===== src/rtl/seq_rr_arb_4_idx_pkg.sv =====
// rtl/seq_rr_arb_4_idx_pkg.sv - shared types and helpers for the 4-way round-robin arbiter
//
// Purpose:
//   Common widths, index/request types, the FSM state encoding and the
//   modulo-4 index increment used by the arbiter top and its picker.
// Ports:
//   (package, none)

package ArbPkg;

   // Number of requesters; the index width below is tied to this value.
   localparam int NREQS = 4;

   typedef logic [1:0] arb_idx_t;
   typedef logic [3:0] arb_reqs_t;

   // Output-side state: EMPTY has no grant on the output, HOLD presents one.
   typedef enum logic {
      ST_EMPTY = 1'b0,
      ST_HOLD  = 1'b1
   } arb_state_t;

   // Next index in round-robin order; 3 wraps to 0 through the 2-bit width.
   function automatic arb_idx_t idx_inc(input arb_idx_t idx);
      return idx + 2'd1;
   endfunction

endpackage : ArbPkg


===== src/rtl/seq_rr_arb_4_idx_pick.sv =====
// rtl/seq_rr_arb_4_idx_pick.sv - combinational rotate / priority-encode / un-rotate picker
//
// Purpose:
//   Finds the first set bit of reqs scanning upward from ptr with wrap 3->0.
// Ports:
//   reqs  in   4  request vector, bit i = requester i
//   ptr   in   2  index with highest priority
//   found out  1  at least one request is set
//   idx   out  2  winning index, valid when found=1 (0 otherwise)

module comb_rr_pick_4
   import ArbPkg::*;
(
   input  logic [3:0] reqs,
   input  logic [1:0] ptr,
   output logic       found,
   output logic [1:0] idx
);

   arb_reqs_t       rot;
   logic      [7:0] dbl;
   arb_idx_t        off;

   always_comb begin
      // Rotate so that requester ptr lands at bit 0; the doubled vector
      // makes the wrap-around a plain part-select.
      dbl = {reqs, reqs};
      rot = dbl[ptr +: 4];

      // Lowest set bit of the rotated vector is the winner's distance from ptr.
      found = 1'b0;
      off   = 2'd0;
      for (int i = NREQS - 1; i >= 0; i--) begin
         if (rot[i]) begin
            found = 1'b1;
            off   = arb_idx_t'(i);
         end
      end

      // Un-rotate: distance back to an absolute index, modulo 4.
      idx = found ? (ptr + off) : 2'd0;
   end

endmodule : comb_rr_pick_4


===== src/rtl/seq_rr_arb_4_idx.sv =====
// rtl/seq_rr_arb_4_idx.sv - 4-requester round-robin arbiter with registered valid/ready index output
//
// Purpose:
//   Issues the index of the granted requester on a registered valid/ready
//   output. A presented grant is held until accepted; priority rotates only
//   when a grant is accepted, and the next grant loads on the accepting edge.
// Ports:
//   clk      in   1  clock, rising edge
//   reset    in   1  asynchronous active-low reset
//   reqs     in   4  request vector
//   out_rdy  in   1  consumer ready
//   out_val  out  1  grant valid (registered)
//   out_idx  out  2  granted index (registered), meaningful when out_val=1

module seq_rr_arb_4_idx
   import ArbPkg::*;
(
   input  logic       clk,
   input  logic       reset,
   input  logic [3:0] reqs,
   input  logic       out_rdy,
   output logic       out_val,
   output logic [1:0] out_idx
);

   arb_state_t state_q, state_d;
   arb_idx_t   out_idx_q, out_idx_d;
   arb_idx_t   ptr_q, ptr_d;

   logic       hold;
   logic       handshake;
   logic       load;
   arb_idx_t   ptr_eff;
   logic       pick_found;
   arb_idx_t   pick_idx;

   assign hold      = (state_q == ST_HOLD);
   assign handshake = hold & out_rdy;
   assign load      = !hold | handshake;

   // On an accepting edge the register ptr has not yet moved, so arbitrate
   // from the successor of the accepted index directly; this keeps one grant
   // per cycle under continuous ready.
   assign ptr_eff = handshake ? idx_inc(out_idx_q) : ptr_q;

   comb_rr_pick_4 u_pick (
      .reqs  (reqs),
      .ptr   (ptr_eff),
      .found (pick_found),
      .idx   (pick_idx)
   );

   always_comb begin
      state_d   = state_q;
      out_idx_d = out_idx_q;
      ptr_d     = ptr_q;

      if (load) begin
         if (pick_found) begin
            state_d   = ST_HOLD;
            out_idx_d = pick_idx;
         end else begin
            // Index is left as-is; it is not meaningful while EMPTY.
            state_d   = ST_EMPTY;
         end
      end

      // Only an accepted grant advances priority.
      if (handshake) begin
         ptr_d = idx_inc(out_idx_q);
      end
   end

   always_ff @(posedge clk or negedge reset) begin
      if (!reset) begin
         state_q   <= ST_EMPTY;
         out_idx_q <= 2'd0;
         ptr_q     <= 2'd0;
      end else begin
         state_q   <= state_d;
         out_idx_q <= out_idx_d;
         ptr_q     <= ptr_d;
      end
   end

   // Outputs come straight from registers.
   assign out_val = hold;
   assign out_idx = out_idx_q;

endmodule : seq_rr_arb_4_idx


===== config.mk =====
export PLATFORM = sky130hd
export DESIGN_NAME = seq_rr_arb_4_idx
export DESIGN_NICKNAME = d
export VERILOG_FILES = /design/src/rtl/seq_rr_arb_4_idx_pkg.sv /design/src/rtl/seq_rr_arb_4_idx_pick.sv /design/src/rtl/seq_rr_arb_4_idx.sv
export SDC_FILE = /design/constraint.sdc
export NUM_CORES = 1
export LEC_CHECK = 0
export CORE_AREA = 2 2 39 41
export DETAILED_ROUTE_END_ITERATION = 10
export DIE_AREA = 0 0 41 43
export GPL_TIMING_DRIVEN = 0
export SYNTH_ARGS = -nofsm -noshare
export SYNTH_HDL_FRONTEND = slang
export SYNTH_HIERARCHICAL = 1
export SYNTH_SLANG_ARGS = --single-unit

===== constraint.sdc =====
create_clock -name clk -period 3.25 [get_ports clk]
set_input_delay 0.975 -clock clk [delete_from_list [all_inputs] [get_ports clk]]
set_output_delay 0.975 -clock clk [all_outputs]
set_load 0.005 [all_outputs]

==> impl_metrics.json <==
{
  "fin_crit_sh": 0.956,
  "start_kind": "input port",
  "grt-ovfl-total": 0,
  "start_util": 0.277,
  "wl_per_cell_um": 9.78,
  "syn-num-nets": 48,
  "cts.sink_count": 5,
  "wl_um": 675,
  "end_kind": "flip-flop",
  "setup_violations": 0,
  "diodes": 0,
  "wl_met3_um": 53,
  "cts-hold-fix-buffers": 0,
  "p_clk_frac": 0.200,
  "peakVddDrop_mv": 0.201,
  "die_area_um2": 1760,
  "yosysWarningCount": 6,
  "cts_buffers": 3,
  "cts.clk_slew.worst_paths_ns": 0.04,
  "power_frac_seq": 0.301,
  "antenna_found_initial": 0,
  "switching_share": 0.314,
  "p_leak_nw": 0.221,
  "die_y_um": 43,
  "path_class": "input port to flip-flop",
  "synthDistinctLibCells": 24,
  "layout-drive-gt1-share": 0.189,
  "comb_power_share": 0.499,
  "grtUsageTotal": 0.0915,
  "syn_avg_cell_area_um2": 9.57,
  "grt_max_degree": 9,
  "hp-class": "flip-flop to flip-flop",
  "via_per_inst": 4.58,
  "ys_seq_area_frac": 0.327,
  "power_switching_uw": 107,
  "fin_nets": 62,
  "insertion_delay_ns": 0.23,
  "top_layer": "met3",
  "min_period_ns": 3.11,
  "rows": 14,
  "nFillCells": 150,
  "max_freq_mhz": 322,
  "die_w_um": 41,
  "grt_pass1_vias": 283,
  "grt_pass1_wl_um": 1060,
  "clockBufferDepth": 2,
  "worstPathRequired_ns": 3.37,
  "max-cap-violations": 0,
  "ant_nets": 0,
  "fin_setup_tns_ns": 0,
  "intPower_uw": 234,
  "rsz0062_at_grt": "false",
  "first_pass_iters": 2,
  "port_buffers": 9,
  "drt_iter0_markers": 1,
  "area_delta_synth_final_pct": 35.6,
  "syn_inst": 40,
  "max_slew_margin": 0.672,
  "status": "completed",
  "p_total_uw": 342,
  "worst-r2r-setup-slack_ns": 0.95,
  "worstMarginPinSlew_ns": 0.487,
  "worst_ep_arrival_time_ns": 3.22,
  "dp_hpwl_um": 525,
  "gp_congestion": 0.653,
  "maxSlewViolCount": 0,
  "h-tree-depth": 1,
  "cp_max_fo": 8,
  "final-hold-violation-count": 0,
  "vias": 316,
  "finClkSkew_ns": 0.00142,
  "met2WireLength_um": 298,
  "ys_ff_latch": 5,
  "core_um2": 1380,
  "drc_errors": 0,
  "wl_met1_um": 323,
  "powerDensity_nw_per_um2": 658,
  "cts_root_buf": "clkbuf_4",
  "postCtsSetupBuffers": 0,
  "syn_area_um2": 383,
  "pin_count": 10,
  "cts_tree": "done",
  "cts-resized-gates": 0
}
[worst max-delay path, cell delays in order]
cell and delay, ns:
clkdlybuf4s50_1 0.48, nand2_1 0.09, nand2_1 0.07, o21ai_0 0.16, buf_6 0.19, or3b_1 0.37
a21o_1 0.18, nand4_1 0.09, ha_1 0.15, inv_1 0.06, o21ai_0 0.07, o2bb2ai_1 0.08
mux2_4 0.26
[cell usage in the layout, fill, tap and decap left out]
cell             count
a21o_1               1
nand2b_1             1
clkdlybuf4s50_1      9
and2_1               1
nand3b_1             2
mux2i_1              1
nand2b_4             1
nand2_4              1
or3b_1               1
xnor2_1              1
nor3b_1              1
a21oi_1              2
clkbuf_1             1
nand4_1              1
mux2_4               2
dfrtp_1              5
nor2_1               2
o2bb2ai_1            1
mux2_2               1
ha_1                 1
nand2_1              4
buf_6                1
and3b_2              1
or4_1                1
inv_1                2
o21ai_0              5
clkbuf_4             3
[power groups by stage]
stage	registers (mW)	clock network (mW)	logic (mW)
3_5_place_dp	0.103	0	0.171
5_1_grt	0.106	0.0738	0.193
2_1_floorplan	0.102	0	0.117
6_report	0.103	0.0682	0.170
3_3_place_gp	0.103	0	0.170
4_1_cts	0.103	0.0714	0.173
[layout make-up]
cell class / instances / area (um^2) / share of cell area
Timing Repair Buffer: 9 / 90.1 / 0.173
Tap cell: 16 / 20.0 / 0.0386
Clock buffer: 4 / 26.3 / 0.0506
Multi-Input combinational cell: 32 / 239 / 0.460
Buffer: 1 / 11.3 / 0.0217
Sequential cell: 5 / 125 / 0.241
Inverter: 2 / 7.51 / 0.0145
[cells in the mapped netlist]
| library cell | number | area [um^2] |
|---|---|---|
| xnor2_1 | 1 | 8.76 |
| a21oi_1 | 2 | 10.0 |
| nand2_4 | 1 | 11.3 |
| o21ai_0 | 5 | 25.0 |
| inv_1 | 2 | 7.51 |
| or3b_1 | 1 | 8.76 |
| buf_6 | 1 | 11.3 |
| o2bb2ai_1 | 1 | 8.76 |
| nor3b_1 | 1 | 7.51 |
| and3b_2 | 1 | 10.0 |
| ha_1 | 1 | 12.5 |
| nand2b_4 | 1 | 13.8 |
| or4_1 | 1 | 7.51 |
| dfrtp_1 | 5 | 125 |
| a21o_1 | 1 | 7.51 |
| and2_1 | 1 | 6.26 |
| nand2b_1 | 1 | 6.26 |
| nand3b_1 | 2 | 15.0 |
| mux2_4 | 2 | 30.0 |
| nor2_1 | 2 | 7.51 |
| nand2_1 | 4 | 15.0 |
| mux2_2 | 1 | 11.3 |
| nand4_1 | 1 | 6.26 |
| mux2i_1 | 1 | 10.0 |
[kinds of logic (layout without fill, tap and decap cells)]
family          count (synthesis)  after routing  share of synthesized area
mux                             4              4                      0.134
xor+xnor                        1              1                     0.0229
flops                           5              5                      0.327
buf+inv                         3             16                     0.0490
fa+ha+maj                       1              1                     0.0327
compound gates                  9              9                      0.134
simple gates                   17             17                      0.301
[layer usage]
metal,GRT usage,vias up
met4,0.0800,0
li1,-,168
met5,0,-
met1,0.113,138
met2,0.128,10
met3,0.0157,0
[per-stage QoR]
step / area (um^2) / worst slack, ns / hold WS [ns] / std cells / util
floorplan: 383 / 0.526 / 0.530 / 40 / -
global placement: 493 / -0.0848 / 0.549 / 65 / 0.356
detailed placement: 493 / -0.105 / 0.549 / 65 / 0.356
CTS: 519 / 0.115 / 0.562 / 69 / 0.375
global route: 519 / 0.0106 / 0.572 / 69 / 0.375
finish: 519 / 0.142 / 0.568 / 69 / 0.375
[path summary, 6_finish.rpt]
path | from | endpoint | depth (start not counted)
setup reg to reg | out_val | out_idx[1] | 12
hold reg to reg | out_idx[1] | out_idx[1] | 1
min in group asynchronous | reset | out_val | 1
max in group asynchronous | reset | out_idx[0] | 1
hold / removal | out_idx[1] | out_idx[1] | 1
setup / recovery | out_rdy | out_idx[1] | 13
[registers in the layout, summed over array words and instances (netlist names)]
signal / flops
out_idx: 2
out_val: 1
ptr_q: 2
No activity file was read; power rests on OpenSTA's default activity.
==> RTL edit: new RTL, config.mk and constraints unchanged <==
Change the package constant `NREQS` from 4 to 8.
--- a/src/rtl/seq_rr_arb_4_idx_pkg.sv
+++ b/src/rtl/seq_rr_arb_4_idx_pkg.sv
@@ -9,7 +9,7 @@
 package ArbPkg;
 
    // Number of requesters; the index width below is tied to this value.
-   localparam int NREQS = 4;
+   localparam int NREQS = 8;
 
    typedef logic [1:0] arb_idx_t;
    typedef logic [3:0] arb_reqs_t;
Function: changed (a bounded check fails within 4 cycles, from zero or initial values and one cycle with reset low).
==> RTL edit against the original RTL <==
Sequential cell count stayed put; first-iteration DRC count stayed put; total power is 6.1% higher; setup slack worse by 24 ps; cell area is 2.9% higher; routed wire length is 7.4% higher; area after synthesis is 2.6% higher; die area stayed put; non-clock buffer count is 1 higher; combinational power is 11% higher; critical endpoint unchanged; largest power group unchanged.
==> RTL edit: results (changes against the original RTL) <==
Antenna diodes: 0 (unchanged)
worst slack, placed: -231 ps (-126 ps)
Syn. warnings: 6 (unchanged)
Post-CTS Hold Fix Bufs: 0 (unchanged)
worst-skew pair later-pin latency: 230 ps (about the same)
ys async rst share: 100% (unchanged)
vias in the first global route: 298 (+5.3%)
P_leak: 0.230 nW (+4.2%)
port bufs: 9 (unchanged)
Slowest cell on crit path: clkdlybuf4s50_1
Area contributors post-synth: dfrtp_1, mux2_4, and3b_2
Setup Skew: 0.741 ps (-0.677 ps)
root buf cell: clkbuf_4
Final #Nets: 62 (unchanged)
Critical Path Max Stage Delay: 500 ps (+20 ps)
Crit path max-delay family: buffers and inverters
largest net degree at the start of global routing: 9 (unchanged)
status: finished clean
Routed WL per cell: 10.5 um (+7.4%)
DR pass1 iterations: 3 (+1)
CP max FO: 8 (unchanged)
# H-tree levels: 1 (unchanged)
placed cells: 65 (unchanged)
fillcell total: 147 (-2.0%)
clock buffer depth: 2 (unchanged)
register area: 125 sq um (unchanged)
Vias: 319 (+0.95%)
sequential share of the synthesized area: 31.8% (-0.83 points)
post-CTS setup buffers: 0 (unchanged)
GPL Wtd Cong: 0.664 (+1.7%)
Net Count, Synth: 48 (unchanged)
worst hold path class: reg -> reg
final WL: 725 um (+7.4%)
clk slew on worst S/H paths: 40 ps (about the same)
Num CTS Buffers: 3 (unchanged)
first-pass GRT wire length: 1.06 mm (unchanged)
share of layout cells above drive strength 1: 30.2% (+11 points)
initial antenna violation count: 0 (unchanged)
Global Route Usage Sum: 9.65% (+0.49 points)
1st-iter DRT viols: 1 (unchanged)
Worst EP arrival: 3250 ps (+30 ps)
worst vdd ir: 0.000150 V (-25%)
Multi-input gate area: 254 sq um (+6.3%)
synth cell count leaders: dfrtp_1, nand2_1, o21ai_0, mux2_4
Synth Instances: 40 (unchanged)
Synth cell types: 25 (+4.2%)
[RTL edit: worst paths after layout]
check,start,endpoint,slack [ps],depth (start not counted)
max,out_rdy,out_idx[1],120,12
min,out_idx[1],out_idx[1],560,1
max reg2reg,out_val,out_idx[1],920,11
min reg2reg,out_idx[1],out_idx[1],560,1
max in group asynchronous,reset,out_val,2100,1
min in group asynchronous,reset,out_idx[0],960,1
[RTL edit: layer usage]
metal,up-vias,track usage [%],part of all wire [%]
met3,2,1.57,3.4
met5,-,0,0
met4,0,12.0,3.7
met2,8,14.4,53
met1,141,9.35,40
li1,168,-,-
[RTL edit: report_power, final]
part | total (mW) | internal, mW | switching [mW]
Sequential | 0.106 | 0.0870 | 0.0186
Clock | 0.0682 | 0.0462 | 0.0220
Combinational | 0.189 | 0.115 | 0.0738
[RTL edit: layout make-up]
cell class              instances  share of cell area, %
multi-input cells              33                   47.5
flip-flops and latches          5                   23.4
well taps                      16                   3.75
plain buffers                   2                   3.51
clock buffers                   4                   4.92
repair buffers                  9                   16.9
[RTL edit: kinds of logic after synthesis]
group	synth area share, %
other	0.954
flip-flops	31.8
buffers and inverters	4.78
adder cells (fa/ha/maj)	3.18
AND/OR/NAND/NOR	33.1
multiplexers	14.3
AO/OA/AOI/OAI	9.55
XOR/XNOR	2.23
[RTL edit: worst reg2reg max path, stage by stage, from the launching register on]
cell      delay [ps]
dfrtp_1          410
nand2_2          110
o21ai_1          290
buf_6            180
and3b_2          170
a21oi_1           40
o211ai_1         170
ha_2             230
and2b_1          180
o21ai_1           70
nand4_1          100
mux2_4           270
[RTL edit: what timing repair did]
item,4_1_cts,5_1_grt
gates resized for setup,1,4
endpoints found under the setup margin,1,1
pin swaps,0,0
[RTL edit: stage by stage]
step | total power [mW] | area [sq um]
after global routing | 0.397 | 534
after floorplan | 0.230 | 393
after global placement | 0.285 | 503
final | 0.362 | 534
after detailed placement | 0.291 | 503
after CTS | 0.363 | 529
